**src/rtl/pair_accumulate.sv**
```systemverilog
// Pair accumulator: starts an upstream tuple generator, sums out0+out1 of every
// tuple it consumes and emits the running sum and tuple count downstream.
module pair_accumulate #(
  parameter int unsigned WIDTH = 32
) (
  input  logic                    _clock,
  input  logic                    _reset_n,
  input  logic                    _start,
  input  logic signed [WIDTH-1:0] n,
  output logic signed [WIDTH-1:0] _up_n,
  output logic                    _up_start,
  output logic                    _up_ready,
  input  logic                    _up_valid,
  input  logic                    _up_done,
  input  logic signed [WIDTH-1:0] _up_out0,
  input  logic signed [WIDTH-1:0] _up_out1,
  input  logic                    _ready,
  output logic                    _valid,
  output logic                    _done,
  output logic signed [WIDTH-1:0] _out0,
  output logic        [WIDTH-1:0] _out1
);

  localparam int unsigned SW = 3;
  localparam logic [SW-1:0] IDLE  = 3'd0;
  localparam logic [SW-1:0] CALL  = 3'd1;
  localparam logic [SW-1:0] FETCH = 3'd2;
  localparam logic [SW-1:0] EMIT  = 3'd3;
  localparam logic [SW-1:0] DONE  = 3'd4;

  logic [SW-1:0]           state_q, state_d;
  logic signed [WIDTH-1:0] acc_q, acc_d;
  logic [WIDTH-1:0]        cnt_q, cnt_d;
  logic                    done_seen_q, done_seen_d;
  logic signed [WIDTH-1:0] up_n_d;
  logic                    up_start_d, up_ready_d;
  logic                    valid_d, done_d;
  logic signed [WIDTH-1:0] out0_d;
  logic [WIDTH-1:0]        out1_d;
  logic                    adv_c;

  // Next-state and next-output logic; _start overrides everything at the end.
  always_comb begin
    state_d     = state_q;
    acc_d       = acc_q;
    cnt_d       = cnt_q;
    done_seen_d = done_seen_q;
    up_n_d      = _up_n;
    up_start_d  = _up_start;
    up_ready_d  = _up_ready;
    valid_d     = _valid;
    done_d      = 1'b0;
    out0_d      = _out0;
    out1_d      = _out1;

    adv_c = _ready || !_valid;

    // Downstream took the current word.
    if (_valid && _ready) valid_d = 1'b0;

    // Upstream done is sticky so it is not lost while an output is stalled.
    if (state_q != IDLE && _up_done) done_seen_d = 1'b1;

    case (state_q)
      IDLE: begin
        up_start_d = 1'b0;
        up_ready_d = 1'b0;
      end
      // Output queue is always empty here (cleared on _start), so the start
      // pulse is kept to exactly one cycle.
      CALL: begin
        up_start_d = 1'b0;
        up_ready_d = 1'b1;
        state_d    = FETCH;
      end
      // A tuple already handshaken with upstream is always taken; emission of
      // the new sum waits in EMIT until the output register is free.
      FETCH: begin
        if (_up_valid && _up_ready) begin
          acc_d      = acc_q + _up_out0 + _up_out1;
          cnt_d      = cnt_q + WIDTH'(1);
          up_ready_d = 1'b0;
          state_d    = EMIT;
        end else if (done_seen_q && adv_c) begin
          up_ready_d = 1'b0;
          done_d     = 1'b1;
          state_d    = DONE;
        end
      end
      EMIT: begin
        if (adv_c) begin
          out0_d     = acc_q;
          out1_d     = cnt_q;
          valid_d    = 1'b1;
          up_ready_d = 1'b1;
          state_d    = FETCH;
        end
      end
      DONE: begin
        state_d = IDLE;
      end
      default: begin
        state_d    = IDLE;
        up_start_d = 1'b0;
        up_ready_d = 1'b0;
      end
    endcase

    if (_start) begin
      up_n_d      = n;
      acc_d       = '0;
      cnt_d       = '0;
      done_seen_d = 1'b0;
      valid_d     = 1'b0;
      done_d      = 1'b0;
      up_ready_d  = 1'b0;
      up_start_d  = 1'b1;
      state_d     = CALL;
    end
  end

  // State, datapath and output registers with asynchronous clear.
  always_ff @(posedge _clock or negedge _reset_n) begin
    if (!_reset_n) begin
      state_q     <= IDLE;
      acc_q       <= '0;
      cnt_q       <= '0;
      done_seen_q <= 1'b0;
      _up_n       <= '0;
      _up_start   <= 1'b0;
      _up_ready   <= 1'b0;
      _valid      <= 1'b0;
      _done       <= 1'b0;
      _out0       <= '0;
      _out1       <= '0;
    end else begin
      state_q     <= state_d;
      acc_q       <= acc_d;
      cnt_q       <= cnt_d;
      done_seen_q <= done_seen_d;
      _up_n       <= up_n_d;
      _up_start   <= up_start_d;
      _up_ready   <= up_ready_d;
      _valid      <= valid_d;
      _done       <= done_d;
      _out0       <= out0_d;
      _out1       <= out1_d;
    end
  end

endmodule

```
**config.mk**
```make
export PLATFORM = sky130hd
export DESIGN_NAME = pair_accumulate
export DESIGN_NICKNAME = d
export VERILOG_FILES = /design/src/rtl/pair_accumulate.sv
export SDC_FILE = /design/constraint.sdc
export NUM_CORES = 1
export LEC_CHECK = 0
export ABC_CLOCK_PERIOD_IN_PS = 3400
export CAP_MARGIN = 20
export CORE_MARGIN = 3
export CORE_UTILIZATION = 53
export CTS_BUF_LIST = sky130_fd_sc_hd__clkbuf_4
export DETAILED_ROUTE_END_ITERATION = 6
export GPL_TIMING_DRIVEN = 0
export HOLD_SLACK_MARGIN = 0.12
export MAX_ROUTING_LAYER = met4
export PLACE_DENSITY_LB_ADDON = 0.08
export SLEW_MARGIN = 20
export SYNTH_ARGS = -nofsm -noshare
export SYNTH_HDL_FRONTEND = slang
export SYNTH_SLANG_ARGS = --single-unit
export TNS_END_PERCENT = 10
```
**constraint.sdc**
```tcl
create_clock -name _clock -period 3.4 [get_ports _clock]
set_clock_uncertainty 0.2 [all_clocks]
set_input_delay 0.68 -clock _clock [delete_from_list [all_inputs] [get_ports _clock]]
set_output_delay 0.68 -clock _clock [all_outputs]
set_load 0.02 [all_outputs]
```
; ---- Word-level counts from Yosys, hierarchy flattened
; Index checks and enable logic that the tools add are counted.
[word_totals]
regBits = 168
out_inout_bits = 100
wordCells = 67
[op_classes]
add_sub_neg = 3
n_eq_ne = 9
muxes = 28
n_reduce_logical = 16
[ops]
columns = op, count
row1 = $mux 32, 6
row2 = $add 32x32->32, 2
row3 = $add 32x1->32 const B, 1
row4 = $mux 1, 16
row5 = $mux 3, 4
row6 = $pmux 3 s4, 1
row7 = $eq 3x2->1 const B, 2
row8 = $reduce_and 3->1, 2
row9 = $reduce_bool 2->1, 3
row10 = $logic_and 1x1->1, 4
row11 = $ne 2x2->1 const B, 2
row12 = $ne 4x4->1 const B, 1
row13 = $pmux 1 s4, 1
row14 = $reduce_and 2->1, 2
row15 = $eq 3x1->1 const B, 1
row16 = $eq 3x3->1 const B, 1
row17 = $logic_not 3->1, 1
row18 = $ne 3x3->1 const B, 1
row19 = $reduce_bool 3->1, 1
row20 = $reduce_or 3->1, 1
row21 = $ne 2x1->1 const B, 1
row22 = $logic_not 1->1, 1
row23 = $logic_or 1x1->1, 1

; ---- Depth between registers and ports, before layout
; Gate-level depths: netlist of the first run.
[logic_depth]
word_depth = 7
depth_mapped = 9

; ---- Least setup slack after synthesis of the first run
; OpenSTA, ideal clock, no wires.
[synth_timing]
path_kind = input to register
startpoint = input _up_out0[1]
endpoint = register acc_q[27]
setup_ps = 122
t_arrival_ps = 3166
slack_ps = -87
stages = 9
cell_sequence = fa_1 > ha_1 > fa_1 > a21o_1 > a221o_1 > a22oi_2 > a211oi_1 > or3_1 > a32o_1
[synth_between]
elab_chain_len = 5
[synth_lines]
columns = element, line_no
row1 = "start, declared", 15  ; input logic signed [WIDTH-1:0] _up_out0,
row2 = $add 32x32->32 (2 in a row), 80  ; acc_d = acc_q + _up_out0 + _up_out1;
row3 = $mux 32, 79  ; if (_up_valid && _up_ready) begin
row4 = $mux 32, 64  ; case (state_q)
row5 = $mux 32, 109  ; if (_start) begin
row6 = "end signal, assigned", 126  ; acc_q <= '0;
row7 = "end signal, assigned", 138  ; acc_q <= acc_d;
row8 = "end, declared", 32  ; logic signed [WIDTH-1:0] acc_q, acc_d;
; No other way between the ends. The select of a mux whose other input is x is not followed.
; A chain may end at the register's enable or synchronous reset.

; ---- Final worst setup path of the first run
[layout_timing]
startpoint = input _up_out0[0]
endpoint = register acc_q[27]
; Same word-level chain as after synthesis.

==> key figures, run 1 <==
Clocking
  • Clk sinks: around 170
  • Clock-pin transition on the worst setup and hold timing paths: 0.15 ns
  • Clk Latency, worst-skew pair: 0.57 ns
  • Htree depth: 4
  • CTS root buffer: clkbuf_4
  • Clock Tree Buf Depth: 2
  • CTS Buf Count: 17
  • CTS tree: done

Power and ir drop
  • Final Power: 4341 uW
  • Maximum vdd drop: between 0.0002 and 0.00025 V
  • Static Leakage: about 0.005 uW
  • Cell-internal power: around 3000 uW
  • Reg power frac: around half
  • Sw Ratio: around 31%
  • Clock share of power: 28.8%
  • PD cells: roughly 370 nW/um2
  • Combinational power share: about 23%
  • NetSw: 1352 uW

Routing
  • Post-DRT Antenna Nets: 0
  • Vias per cell: ~5.7
  • Drt wl/cell: ~18 um
  • DR pass1 iterations: 5
  • DR iter-0 viols: roughly 330
  • DRC viols: 0
  • DR vias: a little over 7000
  • WL final: between 20000 and 25000 um

Place
  • I/O Buffers: between 200 and 250
  • DP HPWL: ~17000 um
  • Routability cong.: approximately 0.92
  • Pre-CTS setup slack: -0.7535 ns

STA
  • Slew Limit Headroom: 48.63%
  • RSZ-0062 raised after global routing: yes
  • Max Freq: around 300 MHz
  • Final Hold Vio Count: 0
  • Period utilization: 100.4%
  • Final setup viols: 1
  • Worst-Margin Slew: a little under 0.8 ns
  • Final WS setup: -0.01208 ns
  • Slew Viols, Final: 0
  • Final min period: 3.412 ns

Synth
  • Post-Syn Area: roughly 9100 um2
  • Mapped Cells: 810
  • Syn Nets: just under 1000
  • Ys async rst share: between 90% and 100%
  • Count of state elements after synthesis: ~170
  • Distinct cells, synth: between 60 and 70
  • Top FF cell, synth: dfrtp_1
  • Syn Area/Cell: 11.18 um2
  • Post-synthesis sequential area ratio: a little under half
  • Number of enable flip-flop cells after synthesis: 0
  • Synth warn: 0

Finish
  • Fill cells: 1301
  • Layout cell share with drive strength beyond 1: 16.32%
  • Final core occ: a little over two thirds
  • Synth-to-Final Area Change: 29.81%
  • Nets: 1200

Floorplan
  • Core box area: roughly 17000 um2
  • # rows: between 40 and 50
  • Initial Utilization: a little over half
  • Die Y: 136.7 um
  • Die width: between 100 and 150 um
  • Die Area: around 19000 um2
  • Top Ports: just over 200

Setup path
  • Worst reg2reg setup slack: about 0.070 ns
  • CP Data Required Time: between 3 and 4 ns
  • FF-to-FF End: acc_q[27]
  • Critical Path Source: _up_out0[0]
  • RR Startpoint: acc_q[1]
  • FF-to-FF path depth: 9
  • Worst Setup EP: acc_q[27]
  • WP data arrival: about 3.7 ns
  • Maximum fanout along the worst path: 4
  • Worst setup path class: in2reg
  • Worst setup SP type: primary input
  • CP Capture Type: register

Worst hold path
  • Min-Delay Path Class: reg2reg

GRT
  • Total gr overflow: 0
  • Vias in the first global route: slightly above 7000
  • Largest net degree at the start of global routing: between 90 and 100
  • Initial antenna violation count: 2
  • First-pass GRT wire length: around 37000 um
  • Global-route usage over all layers: ~26%

Flow run
  • Max-cap violations: 0

Run status
  • Status: finished with violations
  • Failing checks: negative setup slack
## worst max-delay path, stage by stage
cell and delay [ns]:
clkdlybuf4s50_1 0.43, fa_1 0.43, ha_2 0.21, fa_2 0.36, a21o_1 0.19, a221o_1 0.35
a22oi_2 0.31, a211oi_2 0.15, or3_1 0.32, a32o_1 0.26
## cells by family after synthesis
group	Yosys count	share of synthesized area, %
and+or+nand+nor	246	13.27
DFF	168	46.41
AOI/OAI and AO/OA	155	11.20
muxes	98	12.15
adders and majority gates	63	11.35
buffers and inverters	41	1.837
xor gates and xnor gates	39	3.771
## flip-flops by register name, indices dropped and copies added, names as in the netlist
signal       count
_up_ready        1
_out0           32
_up_n           32
cnt_q           32
done_seen_q      1
_up_start        1
_out1           32
_valid           1
state_q          3
acc_q           32
_done            1
## through the flow
step,std cells,hold WS [ns],area [um2],TNS [ns]
4_1_cts,1268,0.3273,11730,0
3_3_place_gp,1231,0.2881,11350,-953.57
6_report,1270,0.3231,11760,-0.01208
3_5_place_dp,1232,0.2942,11390,-9.978
5_1_grt,1270,0.3366,11760,-0.2568
2_1_floorplan,810,0.1844,9064,0
## worst min-delay path by stage
stage | from | endpoint | cells after the start
global route | _out0[24] | _out0[24] | 1
finish | _out0[29] | _out0[29] | 1
global placement | _up_n[31] | _up_n[31] | 1
detailed placement | _up_n[11] | _up_n[11] | 1
CTS | _out0[11] | _out0[11] | 1
floorplan | _reset_n | _done | 0
## routing by layer
metal  track usage, %  up-vias  share of wire, %
met5                -        -                 0
met4            7.559        0               1.8
li1                 -     3389                 -
met1            35.18     3541                45
met2            39.90      258                47
met3            5.331       33               6.5
## cells in the final DEF, fill, tap and decap left out, types with 14 or more instances in the layout
cell / netlist / final
a21oi_1: 51 / 50
clkbuf_1: 15 / 15
clkbuf_4: 0 / 19
clkdlybuf4s50_1: 0 / 198
dfrtp_1: 168 / 168
fa_1: 32 / 31
ha_1: 31 / 30
mux2_2: 96 / 96
nand2_1: 75 / 75
nand3_1: 32 / 32
nand4_1: 16 / 16
nor2_1: 53 / 52
o21ai_0: 36 / 34
or3_1: 14 / 14
xnor2_1: 17 / 17
xor2_1: 22 / 22
## cells in the mapped netlist, drive strengths merged (5+ instances only)
cell type	instances	area, um2
ha	31	387.9
dfrtp	168	4204
a31oi	7	43.79
nor2	53	198.9
nor4	5	43.79
a21o	6	45.04
xnor2	17	148.9
clkbuf	15	56.30
xor2	22	192.7
a211oi	6	45.04
and3	14	88.84
and2	7	46.29
a32o	5	50.05
fa	32	640.6
nand4	16	100.1
mux2	96	1081
a21oi	53	272.8
nor3	13	65.06
buf	17	76.33
inv	9	33.78
o21ai	39	202.7
nand3	32	160.2
or3	14	87.58
nand2	75	281.5
## repair_timing
action	4_1_cts	5_1_grt
endpoints found under the hold margin	70	0
pin swaps	8	4
hold buffers	1	0
buffers inserted	3	0
endpoints found under the setup margin	4	11
gates resized for setup	3	8
## layout make-up
class	instances	area (um2)	area share, %
plain buffers	32	132.6	1.128
well taps	220	275.3	2.341
diodes	2	5.005	0.04256
flip-flops and latches	168	4204	35.75
clock inverters	13	161.4	1.373
multi-input cells	601	4730	40.22
clock buffers	19	142.6	1.213
inverters	9	33.78	0.2873
repair buffers	206	2074	17.64
## power by group through the flow
stage | Combinational, uW | Clock, uW | Sequential (uW)
finish | 1010 | 1250 | 2090
global route | 1100 | 1360 | 2100
CTS | 997 | 1280 | 2090
detailed placement | 985 | 0 | 2130
global placement | 968 | 0 | 2120
floorplan | 505 | 0 | 2180
(Power assumes the default switching activity.)
==> run 2: changes to the inputs <==
--- a/config.mk
+++ b/config.mk
@@ -15,7 +15,6 @@
 export HOLD_SLACK_MARGIN = 0.12
 export MAX_ROUTING_LAYER = met4
 export PLACE_DENSITY_LB_ADDON = 0.08
-export SLEW_MARGIN = 20
 export SYNTH_ARGS = -nofsm -noshare
 export SYNTH_HDL_FRONTEND = slang
 export SYNTH_SLANG_ARGS = --single-unit
==> run 2 against run 1 <==
Net effect:
- the run still ends with negative setup slack left
- first-iteration DRC count is 8.4% higher
- die area unchanged
- total power decreased by 1.2%
- sequential cell count is the same
- register-to-register slack barely moved
- sequential power hardly changed
- setup slack improved by 0.0064 ns
- count of clock-buffer cells in the layout fell by 2
- global-route usage hardly changed
- critical endpoint is now acc_q[31]
- largest power group unchanged
- highest routed layer unchanged
==> key figures, run 2 (same netlist as run 1, synthesis figures left out) <==
GRT
  • Vias in the first global route: approximately 7200
  • Global-route usage over all layers: approximately 26%
  • First-pass GRT wire length: around 37000 um
  • Largest net degree at the start of global routing: 99
  • Total gr overflow: 0
  • Initial antenna violation count: 2

Routing
  • Vias per cell: around 5.6
  • DR iter-0 viols: 362
  • DR vias: around 7100
  • Post-DRT Antenna Nets: 0
  • DRC viols: 0
  • DR pass1 iterations: 5
  • Drt wl/cell: 17.95 um
  • WL final: approximately 23000 um

STA
  • Final min period: around 3.4 ns
  • Final Hold Vio Count: 0
  • Worst-Margin Slew: 0.6869 ns
  • RSZ-0062 raised after global routing: yes
  • Slew Viols, Final: 0
  • Max Freq: slightly below 300 MHz
  • Period utilization: 100.2%
  • Final WS setup: -0.005681 ns
  • Hold Slack: 0.3240 ns
  • Slew Limit Headroom: 54.04%
  • Final setup viols: 2

Setup path
  • FF-to-FF End: acc_q[31]
  • Worst setup path class: in2reg
  • CP Data Required Time: between 3 and 4 ns
  • CP Capture Type: register
  • Worst reg2reg setup slack: roughly 0.07 ns
  • WP data arrival: 3.75 ns
  • RR Startpoint: acc_q[1]
  • FF-to-FF path depth: 9
  • Worst Setup EP: acc_q[31]
  • Critical Path Source: _up_out0[0]
  • Maximum fanout along the worst path: 4
  • Worst setup SP type: primary input

Finish
  • Nets: 1201
  • Most frequent cells in the layout: 198 x clkdlybuf4s50_1, 168 x dfrtp_1, 96 x mux2_2
  • Commonest non-fill, non-tap cell in the layout: clkdlybuf4s50_1
  • Synth-to-Final Area Change: 29.56%
  • Layout cell share with drive strength beyond 1: about 16%

Clocking
  • CTS tree: done
  • Htree depth: 4
  • CTS Buf Count: 17
  • Clock-pin transition on the worst setup and hold timing paths: 0.15 ns
  • CTS root buffer: clkbuf_4
  • Clk Latency, worst-skew pair: just over 0.6 ns
  • Clock Tree Buf Depth: 2
  • Clk sinks: 168

Floorplan
  • Die Area: ~19000 um2
  • Die Y: around 140 um
  • Top Ports: approximately 200
  • Core box area: ~17000 um2
  • # rows: 47
  • Die width: 136.7 um
  • Initial Utilization: between 50% and 60%

Power and ir drop
  • Maximum vdd drop: roughly 0.00024 V
  • Static Leakage: 0.005076 uW
  • PD cells: between 300 and 400 nW/um2
  • Final Power: 4289 uW

Place
  • Routability cong.: between 0.9 and 1
  • I/O Buffers: between 200 and 250
  • DP HPWL: between 15000 and 20000 um

Run status
  • Failing checks: negative setup slack
  • Status: finished with violations

Worst hold path
  • Min-Delay Path Class: reg2reg

Flow run
  • Max-cap violations: 0
run 2: changes by cell type in the layout (fill, tap and decap cells not counted), sizes merged:
cell / before / now
clkinv: 4 / 2
clkbuf: 34 / 32
buf: 22 / 23
clkinvlp: 1 / 3
inv: 15 / 18
bufinv: 2 / 1
run 2: through the flow:
stage                     worst slack, ns  util, %  instances  setup TNS (ns)  instance area [um2]
after floorplan                   0.01504        -        810               0                 9064
after global placement             -5.643    68.21       1231         -953.57                11350
after detailed placement          -0.7574    68.45       1233          -9.929                11390
after CTS                        0.007891    70.36       1269               0                11710
after global routing             -0.08080    70.52       1271         -0.2736                11740
final                           -0.005681    70.52       1271       -0.007606                11740
run 2: metal layers:
metal | routed length [um] | track usage, % | vias up
met5 | 0 | - | -
met4 | 365 | 7.279 | 0
met3 | 1455 | 5.588 | 30
li1 | - | - | 3395
met1 | 10400 | 35.39 | 3459
met2 | 10600 | 39.62 | 236
run 2: worst min-delay path by stage:
| stage | start | endpoint | slack (ns) | depth (start not counted) |
|---|---|---|---|---|
| CTS | _up_n[1] | _up_n[1] | 0.33 | 1 |
| detailed placement | _up_n[11] | _up_n[11] | 0.29 | 1 |
| global route | _up_n[1] | _up_n[1] | 0.34 | 1 |
| floorplan | _reset_n | _done | 0.18 | 0 |
| finish | _out0[29] | _out0[29] | 0.32 | 1 |
| global placement | _up_n[31] | _up_n[31] | 0.29 | 1 |
run 2: where the power goes:
group / switching [uW] / internal, uW / total [uW]
logic: 544 / 457 / 1000
registers: 33.9 / 2050 / 2090
clock network: 807 / 394 / 1200
total: 1380 / 2900 / 4290
run 2: worst max-delay path, stage by stage:
cell	delay, ns
clkdlybuf4s50_1	0.43
fa_1	0.43
ha_2	0.21
fa_2	0.36
a21o_1	0.18
a221o_1	0.36
a22oi_2	0.32
a21oi_1	0.25
a2111oi_0	0.38
nand3b_1	0.15
run 2: final cells by class:
type / count / area, um2
timing repair buffer: 207 / 2082
tap: 220 / 275.3
sequential: 168 / 4204
clock buffer: 17 / 127.6
clock inverter: 15 / 155.1
multi-input combinational: 601 / 4721
fill: 1275 / 4906
inverter: 9 / 33.78
antenna: 2 / 5.005
buffer: 32 / 132.6
run 2: timing repair:
| action | 4_1_cts | 5_1_grt |
|---|---|---|
| endpoints found under the hold margin | 70 | 0 |
| resized for setup | 3 | 6 |
| endpoints found under the setup margin | 4 | 9 |
| hold buffers | 1 | 0 |
| pin swaps | 8 | 5 |
| buffers inserted | 3 | 0 |
==> run 3: changes to the inputs <==
--- a/config.mk
+++ b/config.mk
@@ -5,7 +5,7 @@
 export SDC_FILE = /design/constraint.sdc
 export NUM_CORES = 1
 export LEC_CHECK = 0
-export ABC_CLOCK_PERIOD_IN_PS = 3400
+export ABC_CLOCK_PERIOD_IN_PS = 3700
 export CAP_MARGIN = 20
 export CORE_MARGIN = 3
 export CORE_UTILIZATION = 53
==> constraint.sdc (replaced) <==
create_clock -name _clock -period 3.7 [get_ports _clock]
set_clock_uncertainty 0.2 [all_clocks]
set_input_delay 0.74 -clock _clock [delete_from_list [all_inputs] [get_ports _clock]]
set_output_delay 0.74 -clock _clock [all_outputs]
set_load 0.02 [all_outputs]
==> run 3 against run 2 <==
Net effect:
- the flow now finishes without violations
- utilization fell by 0.11 points
- first-iteration DRC count rose by 20%
- combinational power fell by 9%
- via count fell by 0.39%
- register-to-register slack improved by 0.21 ns
- count of clock-buffer cells in the layout did not move
- sequential cell count did not move
- setup slack improved by 0.064 ns
- non-clock buffer count fell by 3
- total power fell by 7.5%
- sequential power fell by 8%
- die area did not move
- critical endpoint is now acc_q[27]
- largest cell class unchanged
==> key figures, run 3 (same netlist as run 1, synthesis figures left out) <==
Setup path
  • CP Data Required Time: ~4 ns
  • Critical path's slowest cell: fa_1
  • Critical path depth: 10
  • FF-to-FF path depth: 9
  • Maximum fanout along the worst path: 4
  • FF-to-FF End: acc_q[27]
  • Worst reg2reg setup slack: about 0.28 ns
  • Top cell by count, worst path: fa_1
  • Worst setup path class: in2reg
  • CP bufs+invs: 1
  • WP data arrival: slightly below 4 ns
  • Crit-path leading delay family: compound AO/OA/AOI/OAI gates
  • CP Capture Type: register
  • Worst setup SP type: primary input
  • Sequence of cells on the critical path: clkdlybuf4s50_1 > fa_1 > ha_1 > fa_1 > a21o_1 > a221o_1 > a22oi_2 > a211oi_2 > or3_1 > a32o_1
  • Worst Setup EP: acc_q[27]
  • Critical Path Source: _up_out0[1]
  • Largest stage delay, worst path: 0.49 ns
  • RR Startpoint: acc_q[1]

Power and ir drop
  • Static Leakage: between 0.005 and 0.006 uW
  • PD cells: approximately 340 nW/um2
  • Reg power frac: around half
  • Cell-internal power: around 2700 uW
  • Final Power: 3969 uW
  • Combinational power share: 22.9%
  • Sw Ratio: a little under a third
  • NetSw: approximately 1200 uW
  • Maximum vdd drop: approximately 0.00019 V
  • Clock share of power: between 20% and 30%

Place
  • DP HPWL: around 17000 um
  • Routability cong.: approximately 0.91
  • Cells after DPL: roughly 1200
  • I/O Buffers: 201
  • Pre-CTS setup slack: -0.5655 ns

GRT
  • First-pass GRT wire length: between 30000 and 40000 um
  • Global-route usage over all layers: approximately a quarter
  • Largest net degree at the start of global routing: 92
  • Vias in the first global route: 7211
  • Total gr overflow: 0
  • Initial antenna violation count: 1

STA
  • Final setup viols: 0
  • Period utilization: a little over nine tenths
  • Final Hold Vio Count: 0
  • Slew Viols, Final: 0
  • Worst-Margin Slew: between 0.7 and 0.8 ns
  • RSZ-0062 raised after global routing: yes
  • Max Freq: approximately 270 MHz
  • Setup TNS: 0 ns
  • Final min period: 3.642 ns
  • Final WS setup: roughly 0.058 ns
  • Slew Limit Headroom: 52.93%

Routing
  • DR iter-0 viols: between 400 and 500
  • WL final: 22210 um
  • Vias per cell: 5.597
  • DR vias: between 7000 and 8000
  • Post-DRT Antenna Nets: 0
  • DRC viols: 0
  • Drt wl/cell: between 15 and 20 um
  • DR pass1 iterations: 5

Floorplan
  • Top Ports: 202
  • # rows: 47
  • Die width: about 140 um
  • Initial Utilization: between 50% and 60%
  • Core box area: 16640 um2
  • Die Y: 136.7 um
  • Die Area: around 19000 um2

Worst hold path
  • Min-Delay Path Class: reg2reg

Finish
  • Nets: 1198
  • Final core occ: about 70%
  • Synth-to-Final Area Change: 29.36%
  • Commonest non-fill, non-tap cell in the layout: clkdlybuf4s50_1
  • Most frequent cells in the layout: 200 x clkdlybuf4s50_1, 168 x dfrtp_1, 96 x mux2_2
  • Finished Layout Cells: around 1300
  • Layout cell share with drive strength beyond 1: 15.30%

Clocking
  • CTS tree: done
  • # Post-CTS Setup Buffers: 0
  • Clk sinks: ~170
  • Clock-pin transition on the worst setup and hold timing paths: around 0.15 ns
  • CTS root buffer: clkbuf_4
  • Clk Latency, worst-skew pair: just under 0.6 ns
  • Clock Tree Buf Depth: 2
  • CTS Buf Count: 17
  • Htree depth: 4

Run status
  • Status: finished clean

Flow run
  • Max-cap violations: 0
-- run 3: cell types whose count changed in the layout (fill, tap and decap cells not counted), sizes merged --
| cell | before | now |
|---|---|---|
| buf | 23 | 20 |
| diode | 2 | 1 |
| clkdlybuf4s50 | 198 | 200 |
| clkinvlp | 3 | 2 |
| clkinv | 2 | 4 |
| inv | 18 | 16 |
| dlygate4sd2 | 2 | 0 |
| bufinv | 1 | 2 |
-- run 3: worst min-delay path by stage --
| stage | from | end | slack [ns] | depth (start not counted) |
|---|---|---|---|---|
| floorplan | _reset_n | _done | 0.24 | 0 |
| global placement | done_seen_q | done_seen_q | 0.28 | 2 |
| detailed placement | _out1[10] | _out1[10] | 0.29 | 1 |
| CTS | _out1[10] | _out1[10] | 0.33 | 1 |
| global route | _up_n[1] | _up_n[1] | 0.34 | 1 |
| finish | done_seen_q | done_seen_q | 0.32 | 2 |
-- run 3: power by group through the flow --
stage                     Sequential [uW]  Combinational, uW  Clock, uW
after floorplan                      2000                463          0
after global placement               1950                888          0
after detailed placement             1950                903          0
after CTS                            1920                909       1180
after global routing                 1920               1000       1250
final                                1920                909       1140
-- run 3: layout make-up --
cell class	count	area, um2
Clock buffer	17	127.6
Tap cell	220	275.3
Antenna cell	1	2.502
Inverter	9	33.78
Multi-Input combinational cell	601	4695
Sequential cell	168	4204
Fill cell	1281	4923
Timing Repair Buffer	204	2066
Buffer	32	132.6
Clock inverter	15	182.7
-- run 3: through the flow --
stage | hold slack, ns | cell area [um2]
2_1_floorplan | 0.2444 | 9059
3_3_place_gp | 0.2846 | 11350
3_5_place_dp | 0.2942 | 11380
4_1_cts | 0.3264 | 11700
5_1_grt | 0.3366 | 11720
6_report | 0.3191 | 11720
-- run 3: worst min-delay path, stage by stage, from the launching register on --
cell	delay, ns
dfrtp_1	0.37
a21oi_1	0.04
nor2_1	0.08
-- run 3: routing by layer --
metal | track usage [%] | vias up | share of wire (%)
li1 | - | 3375 | -
met1 | 34.15 | 3445 | 45
met2 | 38.72 | 235 | 46
met3 | 6.471 | 37 | 6.8
met4 | 7.951 | 0 | 1.9
met5 | - | - | 0
-- run 3: timing repair --
action                     CTS  global route
setup endpoints to repair    0             3
resized for setup            0             2
hold buffers                 1             0
hold endpoints to repair    77             0
